<file path="src/rtl/amp_trim_sequencer.sv">
// Power-up, SAR offset-trim calibration and gain hand-over controller for the
// on-die differential amplifier. Comparator decisions use a 2-flop synchronised copy.
module amp_trim_sequencer #(
   parameter int TRIM_W   = 6,
   parameter int GAIN_W   = 3,
   parameter int SETTLE   = 8,
   parameter int PWR_WAIT = 64,
   parameter int GAIN_CAL = 0
) (
   input  logic              clk,
   input  logic              rst,
   input  logic              start,
   input  logic              stop,
   input  logic              cmp_async,
   input  logic              gain_we,
   input  logic [GAIN_W-1:0] gain_req,
   output logic              amp_en,
   output logic              in_short,
   output logic [TRIM_W-1:0] trim_code,
   output logic [GAIN_W-1:0] gain_code,
   output logic              busy,
   output logic              done,
   output logic              cal_err,
   output logic              out_valid
);

   localparam int CNT_MAX = (PWR_WAIT > SETTLE) ? PWR_WAIT : SETTLE;
   localparam int CNT_W   = $clog2(CNT_MAX + 1);
   localparam int IDX_W   = (TRIM_W > 1) ? $clog2(TRIM_W) : 1;

   localparam logic [CNT_W-1:0]  PWR_LAST   = CNT_W'(PWR_WAIT - 1);
   localparam logic [CNT_W-1:0]  STEP_LAST  = CNT_W'(SETTLE - 1);
   localparam logic [CNT_W-1:0]  BLANK_INIT = CNT_W'(SETTLE);
   localparam logic [IDX_W-1:0]  IDX_TOP    = IDX_W'(TRIM_W - 1);
   localparam logic [TRIM_W-1:0] TRIM_TOP   = TRIM_W'(1) << (TRIM_W - 1);
   localparam logic [GAIN_W-1:0] GAIN_CAL_C = GAIN_W'(GAIN_CAL);

   typedef enum logic [1:0] {ST_IDLE, ST_POWERUP, ST_SAR, ST_RUN} state_t;

   state_t            state_q, state_d;
   logic [CNT_W-1:0]  cnt_q;
   logic [CNT_W-1:0]  blank_q;
   logic [IDX_W-1:0]  idx_q;
   logic [TRIM_W-1:0] trim_q;
   logic [TRIM_W-1:0] trim_sar;
   logic [TRIM_W-1:0] bit_mask;
   logic [GAIN_W-1:0] gain_st_q;
   logic              cmp_meta;
   logic              cmp_s;
   logic              done_q;
   logic              cal_err_q;
   logic              step_end;

   always_ff @(posedge clk) begin
      if (rst) state_q <= ST_IDLE;
      else     state_q <= state_d;
   end

   always_comb begin
      state_d   = state_q;
      amp_en    = 1'b0;
      in_short  = 1'b0;
      busy      = 1'b0;
      out_valid = 1'b0;
      gain_code = gain_st_q;
      step_end  = (state_q == ST_SAR) && (cnt_q == STEP_LAST);
      // Trial code for the next step: resolve the current bit, then raise the next one.
      bit_mask  = TRIM_W'(1) << idx_q;
      trim_sar  = cmp_s ? (trim_q & ~bit_mask) : trim_q;
      trim_sar  = trim_sar | (bit_mask >> 1);
      case (state_q)
         ST_IDLE: begin
            if (start) state_d = ST_POWERUP;
         end
         ST_POWERUP: begin
            amp_en    = 1'b1;
            in_short  = 1'b1;
            busy      = 1'b1;
            gain_code = GAIN_CAL_C;
            if (stop)                   state_d = ST_IDLE;
            else if (cnt_q == PWR_LAST) state_d = ST_SAR;
         end
         ST_SAR: begin
            amp_en    = 1'b1;
            in_short  = 1'b1;
            busy      = 1'b1;
            gain_code = GAIN_CAL_C;
            if (stop)                             state_d = ST_IDLE;
            else if (step_end && (idx_q == '0))   state_d = ST_RUN;
         end
         ST_RUN: begin
            amp_en    = 1'b1;
            out_valid = (blank_q == '0);
            if (stop)       state_d = ST_IDLE;
            else if (start) state_d = ST_POWERUP;
         end
         default: state_d = ST_IDLE;
      endcase
      trim_code = trim_q;
      done      = done_q;
      cal_err   = cal_err_q;
   end

   always_ff @(posedge clk) begin
      if (rst) begin
         cmp_meta  <= 1'b0;
         cmp_s     <= 1'b0;
         cnt_q     <= '0;
         blank_q   <= '0;
         idx_q     <= '0;
         trim_q    <= '0;
         gain_st_q <= '0;
         done_q    <= 1'b0;
         cal_err_q <= 1'b0;
      end else begin
         cmp_meta <= cmp_async;
         cmp_s    <= cmp_meta;
         done_q   <= 1'b0;
         if (gain_we) gain_st_q <= gain_req;

         if (((state_q == ST_POWERUP) || (state_q == ST_SAR)) &&
             (state_d == state_q) && !step_end)
            cnt_q <= cnt_q + 1'b1;
         else
            cnt_q <= '0;

         if ((state_d == ST_POWERUP) && (state_q != ST_POWERUP)) begin
            trim_q <= '0;
         end else if ((state_q == ST_POWERUP) && (state_d == ST_SAR)) begin
            trim_q <= TRIM_TOP;
            idx_q  <= IDX_TOP;
         end else if (step_end && (state_d != ST_IDLE)) begin
            trim_q <= trim_sar;
            idx_q  <= idx_q - 1'b1;
            if (state_d == ST_RUN) begin
               done_q    <= 1'b1;
               cal_err_q <= (trim_sar == '0) || (trim_sar == '1);
            end
         end

         // Blanking window restarts on every gain write that lands in RUN.
         if (state_d != ST_RUN)                        blank_q <= '0;
         else if ((state_q == ST_RUN) && gain_we)      blank_q <= BLANK_INIT;
         else if (blank_q != '0)                       blank_q <= blank_q - 1'b1;
      end
   end

endmodule

</file>
<file path="config.mk">
export PLATFORM = sky130hd
export DESIGN_NAME = amp_trim_sequencer
export DESIGN_NICKNAME = d
export VERILOG_FILES = /design/src/rtl/amp_trim_sequencer.sv
export SDC_FILE = /design/constraint.sdc
export NUM_CORES = 1
export LEC_CHECK = 0
export BUFFER_PORTS_ARGS = -buffer_cell sky130_fd_sc_hd__buf_2
export CELL_PAD_IN_SITES_DETAIL_PLACEMENT = 0
export CELL_PAD_IN_SITES_GLOBAL_PLACEMENT = 1
export CORE_MARGIN = 4
export CORE_UTILIZATION = 43
export CTS_BUF_LIST = sky130_fd_sc_hd__clkbuf_8 sky130_fd_sc_hd__clkbuf_16
export DETAILED_ROUTE_END_ITERATION = 8
export GPL_TIMING_DRIVEN = 0
export HOLD_SLACK_MARGIN = 0.06
export PLACE_DENSITY = 0.87
export SLEW_MARGIN = 20
export SYNTH_ARGS = -nofsm -noshare
export SYNTH_HDL_FRONTEND = slang
export SYNTH_SLANG_ARGS = --single-unit
</file>
<file path="constraint.sdc">
create_clock -name clk -period 3.2 [get_ports clk]
set_clock_uncertainty 0.15 [all_clocks]
set_input_delay 0.48 -clock clk [delete_from_list [all_inputs] [get_ports clk]]
set_output_delay 0.48 -clock clk [all_outputs]
set_load 0.005 [all_outputs]
</file>
==> results of run 1 <==
critical path, cell delays in order (launching register included):
cell	delay, ns
dfxtp_1	0.51
inv_1	0.15
ha_1	0.21
buf_2	0.16
nor4b_2	0.32
nand3_1	0.20
nand4_1	0.21
a21oi_2	0.09
nor3b_1	0.55
o211a_1	0.23
cell families after synthesis:
group,synth area share [%]
fa+ha+maj,8.99
buf+inv,3.94
xor+xnor,5.33
flops,35.4
mux,2.77
simple gates,26.2
compound gates,17.4
worst min path at each step:
stage / cells after the start / end
3_5_place_dp: 1 / cmp_s
4_1_cts: 2 / cmp_meta
2_1_floorplan: 1 / cmp_s
6_report: 2 / cmp_meta
5_1_grt: 2 / cmp_meta
3_3_place_gp: 1 / cmp_s
flip-flops by register name, summed over array words and instances (netlist names):
| name | count |
|---|---|
| trim_code | 6 |
| idx_q | 3 |
| gain_st_q | 3 |
| done | 1 |
| cnt_q | 7 |
| cal_err | 1 |
| blank_q | 7 |
| state_q | 2 |
| cmp_s | 1 |
| cmp_meta | 1 |
power breakdown:
group	internal, mW	switching (mW)	leakage, nW
sequential	0.404	0.00583	0.259
clock	0.151	0.157	0.0479
combinational	0.0330	0.0419	0.558
total	0.588	0.205	0.865
layout make-up:
cell class / count / area (sq um)
plain buffers: 6 / 30.0
clock buffers: 5 / 68.8
clock inverters: 3 / 18.8
fillers: 422 / 1950
inverters: 11 / 41.3
multi-input cells: 155 / 1100
flip-flops and latches: 32 / 641
well taps: 50 / 62.6
repair buffers: 23 / 115
per-layer routing:
metal  vias to the layer above  share of wire [%]  track usage [%]
li1                        792                  -                -
met1                       690                 49             20.9
met2                        26                 46             24.4
met3                         5                3.7             3.31
met4                         0                1.4             5.74
met5                         -                  0                0
through the flow:
step                      area, sq um  util, %  setup WS [ns]
after CTS                        2070     51.5          0.354
after floorplan                  1810        -          0.763
after detailed placement         1990     49.3          0.396
after global routing             2070     51.5         0.0194
final                            2070     51.5          0.359
after global placement           1990     49.3          0.395
synth_stat cells (3+ instances only):
library cell / count
o211a_1: 4
inv_1: 11
ha_1: 13
a211oi_1: 3
nor3_1: 6
nand3b_1: 5
mux2i_1: 5
xnor2_1: 8
dfxtp_1: 32
and2_1: 3
nor4_1: 3
nand4_1: 3
a21oi_1: 7
buf_2: 3
xor2_1: 3
nand3_1: 7
nor2b_1: 8
o21ai_0: 3
nor2_1: 24
nand2_1: 15
a22oi_1: 5
==> impl_metrics.env, run 1 <==
export IMPL_die_w_um=72.9
export IMPL_core_sq_um=4030
export IMPL_worst_slew_pin_slew_ns=0.627
export IMPL_routedWlPerCell_um=12.7
export IMPL_setup_viol_count_final=0
export IMPL_clockBufferDepth=2
export IMPL_irDropWorstVdd_v=0.000215
export IMPL_post_cts_buffers=0
export IMPL_drv_slew=0
export IMPL_cts_sinks=32
export IMPL_grt_pass1_wl_um=6560
export IMPL_slew_headroom_pct=58.1
export IMPL_ios=24
export IMPL_place_inst=277
export IMPL_post_dp_hpwl_um=2700
export IMPL_fin_tns_setup_ns=0
export IMPL_syn_area_sq_um=1810
export IMPL_fin_crit_sh_pct=88.8
export IMPL_hold_viol=0
export IMPL_reg2reg_from="state_q[0]"
export IMPL_yosysTopAreaCellShare_pct=35.4
export IMPL_synthDistinctLibCells=47
export IMPL_worstHoldStart="cmp_async"
export IMPL_wirelength_um=3630
export IMPL_syn_nets=226
export IMPL_yosysTopAreaCell="dfxtp_1"
export IMPL_synth_enable_flop_cells=0
export IMPL_grt_overflow=0
export IMPL_synth_seq_area_share_pct=35.4
export IMPL_cts_resized=0
export IMPL_grt_antenna_before_repair=0
export IMPL_power_mw=0.793
export IMPL_yosys_register_bits=32
export IMPL_dieArea_sq_um=5310
export IMPL_mostFrequentLayoutCells="32 x dfxtp_1, 26 x buf_2, 24 x nor2_1, 15 x nand2_1, 13 x ha_1"
export IMPL_syn_inst=204
export IMPL_startpoint="state_q[0]"
export IMPL_path_clk_slew_ns=0.07
export IMPL_layout_commonest_cell="dfxtp_1"
export IMPL_drt_pass1_iterations=4
export IMPL_cts_buffers=5
export IMPL_htreeDepth=2
export IMPL_period_needed_ns=2.84
export IMPL_cp_endpoint="trim_code[1]"
export IMPL_grt_max_degree=12
export IMPL_layout_cells_non_filler=285
export IMPL_leakage_nw=0.865
export IMPL_floorplan_initialDensity_pct=44.9
export IMPL_routabilityCongestion=0.802
export IMPL_die_h_um=72.9
export IMPL_synth_area_per_cell_sq_um=8.87
export IMPL_clk_latency_ns=0.29
export IMPL_drt_iter0_markers=61
export IMPL_status="complete, no violations"
export IMPL_rows=23
export IMPL_crit_type="flip-flop to flip-flop"
export IMPL_cts_tree="done"
export IMPL_vias_per_cell=5.31
export IMPL_synth_top_cells_by_area="dfxtp_1 35%, ha_1 9.0%, nor2_1 5.0%, xnor2_1 3.9%, nand2_1 3.1%"
export IMPL_hold_buffers=0
export IMPL_rsz0062_at_grt="no"
export IMPL_num_vias=1513
export IMPL_drtAntennaViolNets=0
export IMPL_critPathLaunchType="flip-flop"
export IMPL_timing_fmax_mhz=352
export IMPL_drive_above_1_share_pct=18.7
export IMPL_ys_flop_type="dfxtp_1"
export IMPL_synth_async_reset_ratio_pct=0
export IMPL_grt_pass1_vias=1468
export IMPL_yosys_warnings=0
export IMPL_crit_required_ns=3.28
export IMPL_reg2regPathDepth=9
export IMPL_cp_end_kind="flip-flop"
export IMPL_nets=256
export IMPL_power_density_nw_per_um2=382
export IMPL_diodes=0
export IMPL_portBuffers=23
export IMPL_drcViolationCount=0
export IMPL_cap_violations=0
export IMPL_syn2layout_area_growth_pct=14.7
export IMPL_root_buffer="clkbuf_8"
export IMPL_cp_arrival_ns=2.93
export IMPL_whs_ns=0.252
export IMPL_hold_class="input pin to flip-flop"
export IMPL_rrSetupSlack_ns=0.36
export IMPL_grt_use_total_pct=15.6
export IMPL_r2r_end="trim_code[1]"
export IMPL_cp_max_fo=7
Power figures use the tool's default switching activity.
==> run 2: changes to the inputs <==
- CORE_UTILIZATION: 43 -> 35
- PLACE_DENSITY: 0.87 -> 0.75
==> impl_metrics.env, run 2 (same netlist as run 1, synthesis figures left out) <==
export IMPL_nets=256
export IMPL_cp_end_kind="flip-flop"
export IMPL_cts_tree="done"
export IMPL_hold_class="input pin to flip-flop"
export IMPL_post_cts_buffers=0
export IMPL_power_mw=0.863
export IMPL_final_cell_area_sq_um=2120
export IMPL_r2r_end="cnt_q[2]"
export IMPL_die_h_um=79.9
export IMPL_rrSetupSlack_ns=0.37
export IMPL_status="complete, no violations"
export IMPL_leakage_nw=0.879
export IMPL_grt_antenna_before_repair=0
export IMPL_power_density_nw_per_um2=407
export IMPL_clockBufferDepth=2
export IMPL_met2_usage_pct=22.8
export IMPL_fin_crit_sh_pct=88.5
export IMPL_layout_setup_ws_ns=0.367
export IMPL_drt_pass1_iterations=4
export IMPL_cts_resized=0
export IMPL_worst_slew_pin_slew_ns=0.519
export IMPL_cap_violations=0
export IMPL_diodes=0
export IMPL_core_sq_um=4850
export IMPL_reg2regPathDepth=10
export IMPL_wirelength_um=3840
export IMPL_grt_pass1_wl_um=6710
export IMPL_critPathLaunchType="flip-flop"
export IMPL_mostFrequentLayoutCells="32 x dfxtp_1, 26 x buf_2, 24 x nor2_1, 15 x nand2_1, 13 x ha_1"
export IMPL_routabilityCongestion=0.761
export IMPL_ios=24
export IMPL_portBuffers=23
export IMPL_reg2reg_from="state_q[0]"
export IMPL_floorplan_initialDensity_pct=37.3
export IMPL_path_clk_slew_ns=0.07
export IMPL_crit_required_ns=3.27
export IMPL_cts_sinks=32
export IMPL_num_vias=1532
export IMPL_place_inst=294
export IMPL_drtAntennaViolNets=0
export IMPL_rows=25
export IMPL_holdPathEnd="cmp_meta"
export IMPL_root_buffer="clkbuf_8"
export IMPL_timing_fmax_mhz=353
export IMPL_irDropWorstVdd_v=0.000175
export IMPL_layout_commonest_cell="dfxtp_1"
export IMPL_whs_ns=0.255
export IMPL_drt_iter0_markers=72
export IMPL_cts_buffers=5
export IMPL_grt_max_degree=11
export IMPL_crit_type="flip-flop to flip-flop"
export IMPL_htreeDepth=2
export IMPL_hold_path_depth=2
export IMPL_dpl_instance_area_sq_um=2010
export IMPL_drcViolationCount=0
export IMPL_slew_headroom_pct=65.0
export IMPL_grt_use_total_pct=13.1
export IMPL_cp_max_fo=7
export IMPL_hold_buffers=0
export IMPL_layout_cells_non_filler=302
export IMPL_grt_use_met1_pct=15.8
export IMPL_use_met3_pct=3.61
export IMPL_drive_above_1_share_pct=18.7
export IMPL_post_dp_hpwl_um=2850
export IMPL_grt_pass1_vias=1467
export IMPL_vias_per_cell=5.07
export IMPL_rsz0062_at_grt="no"
export IMPL_period_needed_ns=2.83
export IMPL_grt_overflow=0
export IMPL_dieArea_sq_um=6380
export IMPL_cp_arrival_ns=2.90
export IMPL_place_ws_ns=0.339
export IMPL_drv_slew=0
export IMPL_fin_tns_setup_ns=0
export IMPL_setup_viol_count_final=0
export IMPL_clk_latency_ns=0.28
export IMPL_syn2layout_area_growth_pct=17.2
export IMPL_grt_busiest_layer="met2"
export IMPL_hold_viol=0
export IMPL_final_util_pct=43.7
export IMPL_worstHoldStart="cmp_async"
export IMPL_die_w_um=79.9
export IMPL_routedWlPerCell_um=12.7
==> run 2: routing by layer <==
layer | wire [um] | share of wire (%)
met2 | 1850 | 48
met3 | 170 | 4.4
met4 | 36 | 0.94
met1 | 1790 | 47
met5 | 0 | 0
==> run 2: worst max-delay path by stage <==
stage | start | endpoint | slack, ns | cells after the start
2_1_floorplan | state_q[0] | cnt_q[2] | 0.76 | 10
3_3_place_gp | state_q[0] | trim_code[0] | 0.33 | 9
3_5_place_dp | state_q[0] | trim_code[4] | 0.34 | 9
4_1_cts | state_q[0] | trim_code[4] | 0.26 | 9
5_1_grt | state_q[0] | cnt_q[4] | 0.19 | 10
6_report | state_q[0] | cnt_q[2] | 0.37 | 10
==> run 2: critical path, cell delays in order (launching register included) <==
cell,delay (ns)
dfxtp_1,0.48
inv_1,0.14
ha_1,0.21
buf_2,0.16
nor4b_2,0.35
nand3_1,0.22
o211a_2,0.27
mux2i_1,0.13
or3_1,0.38
buf_2,0.17
nor2_1,0.09
==> run 2: area by class of cell <==
type | count | area [sq um]
Buffer | 6 | 30.0
Clock buffer | 5 | 68.8
Clock inverter | 3 | 38.8
Fill cell | 499 | 2730
Inverter | 11 | 41.3
Multi-Input combinational cell | 155 | 1100
Sequential cell | 32 | 641
Tap cell | 67 | 83.8
Timing Repair Buffer | 23 | 115
==> run 2: power by group <==
group          switching [mW]  internal (mW)
logic                  0.0431         0.0335
clock network           0.150          0.228
registers             0.00547          0.404
==> run 3: changes to the inputs <==
- CTS_BUF_LIST: sky130_fd_sc_hd__clkbuf_8 sky130_fd_sc_hd__clkbuf_16 -> default
==> impl_metrics.env, run 3 (same netlist as run 1, synthesis figures left out) <==
export IMPL_hold_path_depth=2
export IMPL_num_vias=1541
export IMPL_switching_share_pct=22.9
export IMPL_grt_overflow=0
export IMPL_floorplan_initialDensity_pct=37.3
export IMPL_clkPwrFrac_pct=44.0
export IMPL_core_sq_um=4850
export IMPL_clockBufferDepth=2
export IMPL_wirelength_um=3860
export IMPL_combinationalPowerShare_pct=8.8
export IMPL_regArea_sq_um=641
export IMPL_met3_length_um=178
export IMPL_path_clk_slew_ns=0.07
export IMPL_fin_tns_setup_ns=0
export IMPL_cp_end_kind="flip-flop"
export IMPL_drt_pass1_iterations=4
export IMPL_rows=25
export IMPL_drcViolationCount=0
export IMPL_nets=256
export IMPL_top_layer="met4"
export IMPL_power_switching_mw=0.199
export IMPL_rsz0062_at_grt="no"
export IMPL_hold_buffers=0
export IMPL_critPathLaunchType="flip-flop"
export IMPL_setup_viol_count_final=0
export IMPL_grt_antenna_before_repair=0
export IMPL_final_util_pct=43.7
export IMPL_rrSetupSlack_ns=0.36
export IMPL_cts_resized=0
export IMPL_cts_buffers=5
export IMPL_htreeDepth=2
export IMPL_cp_arrival_ns=2.91
export IMPL_wl_met1_um=1790
export IMPL_reg2reg_from="state_q[0]"
export IMPL_reg2regPathDepth=10
export IMPL_path_common_cell="buf_2"
export IMPL_status="complete, no violations"
export IMPL_crit_required_ns=3.27
export IMPL_clk_latency_ns=0.28
export IMPL_worstHoldStart="cmp_async"
export IMPL_layout_commonest_cell="dfxtp_1"
export IMPL_grt_pass1_vias=1467
export IMPL_crit_type="flip-flop to flip-flop"
export IMPL_post_cts_buffers=0
export IMPL_cap_violations=0
export IMPL_drt_iter0_markers=72
export IMPL_drtAntennaViolNets=0
export IMPL_p_int_mw=0.668
export IMPL_route_met2_wl_um=1850
export IMPL_die_h_um=79.9
export IMPL_vias_per_cell=5.10
export IMPL_path_delay_family="simple AND/OR/NAND/NOR gates"
export IMPL_final_fill_count=499
export IMPL_cpMaxStageDelayCell="dfxtp_1"
export IMPL_cp_max_fo=7
export IMPL_period_needed_ns=2.84
export IMPL_cts_sinks=32
export IMPL_dpl_instance_area_sq_um=2010
export IMPL_ios=24
export IMPL_root_buffer="clkbuf_8"
export IMPL_multi_input_area_sq_um=1100
export IMPL_fin_crit_sh_pct=88.7
export IMPL_drive_above_1_share_pct=18.7
export IMPL_p_seq_share_pct=47.2
export IMPL_final_cell_area_sq_um=2120
export IMPL_cts_tree="done"
export IMPL_slew_headroom_pct=64.4
export IMPL_drv_slew=0
export IMPL_portBuffers=23
export IMPL_holdPathEnd="cmp_meta"
export IMPL_r2r_end="cnt_q[2]"
export IMPL_routabilityCongestion=0.761
export IMPL_leakage_nw=0.875
export IMPL_hold_class="input pin to flip-flop"
export IMPL_diodes=0
export IMPL_timing_fmax_mhz=352
export IMPL_post_dp_hpwl_um=2850
export IMPL_die_w_um=79.9
export IMPL_routedWlPerCell_um=12.8
export IMPL_crit_path_max_incr_delay_ns=0.48
export IMPL_worst_slew_pin_slew_ns=0.527
export IMPL_syn2layout_area_growth_pct=17.2
export IMPL_critPathBufInv=3
export IMPL_crit_path_cell_trace="inv_1 > ha_1 > buf_2 > nor4b_2 > nand3_1 > o211a_2 > mux2i_1 > or3_1 > buf_2 > nor2_1"
export IMPL_hold_viol=0
export IMPL_grt_max_degree=11
export IMPL_dieArea_sq_um=6380
export IMPL_grt_pass1_wl_um=6710
export IMPL_power_density_nw_per_um2=409
export IMPL_grt_use_total_pct=13.1
export IMPL_irDropWorstVdd_v=0.000177
export IMPL_mostFrequentLayoutCells="32 x dfxtp_1, 26 x buf_2, 24 x nor2_1, 15 x nand2_1, 13 x ha_1"
## run 3: cell count changes in the layout (fill, tap and decap cells not counted), sizes merged
cell	delta
clkbuf	+1
inv	-1
## run 3: stage by stage
| stage | std cells | hold slack, ns | power [mW] | setup WS, ns |
|---|---|---|---|---|
| 6_report | 302 | 0.254 | 0.867 | 0.362 |
| 5_1_grt | 302 | 0.253 | 0.911 | 0.189 |
| 4_1_cts | 302 | 0.245 | 0.882 | 0.264 |
| 3_5_place_dp | 294 | 0.278 | 0.495 | 0.339 |
| 3_3_place_gp | 294 | 0.270 | 0.495 | 0.327 |
| 2_1_floorplan | 204 | 0.264 | 0.468 | 0.763 |
## run 3: layout make-up
class | count | area share, %
plain buffers | 6 | 1.42
multi-input cells | 155 | 52.0
well taps | 67 | 3.95
clock inverters | 2 | 1.65
flip-flops and latches | 32 | 30.2
inverters | 11 | 1.95
repair buffers | 23 | 5.43
clock buffers | 6 | 3.42
## run 3: power groups by stage
stage	registers [mW]	logic, mW	clock network, mW
6_report	0.409	0.0766	0.381
3_5_place_dp	0.418	0.0765	0
3_3_place_gp	0.418	0.0764	0
2_1_floorplan	0.417	0.0511	0
5_1_grt	0.410	0.0853	0.416
4_1_cts	0.409	0.0769	0.396
## run 3: how the worst max path moves through the flow
stage / startpoint / to / slack [ns] / cells past startpoint
2_1_floorplan: state_q[0] / cnt_q[2] / 0.76 / 10
3_3_place_gp: state_q[0] / trim_code[0] / 0.33 / 9
3_5_place_dp: state_q[0] / trim_code[4] / 0.34 / 9
4_1_cts: state_q[0] / trim_code[4] / 0.26 / 9
5_1_grt: state_q[0] / cnt_q[4] / 0.19 / 10
6_report: state_q[0] / cnt_q[2] / 0.36 / 10
## run 3: per-layer routing
layer  vias to the layer above  track usage [%]
met2                        35             22.8
met1                       708             15.8
met3                         5             3.61
met4                         0             3.55
li1                        793                -
met5                         -                0
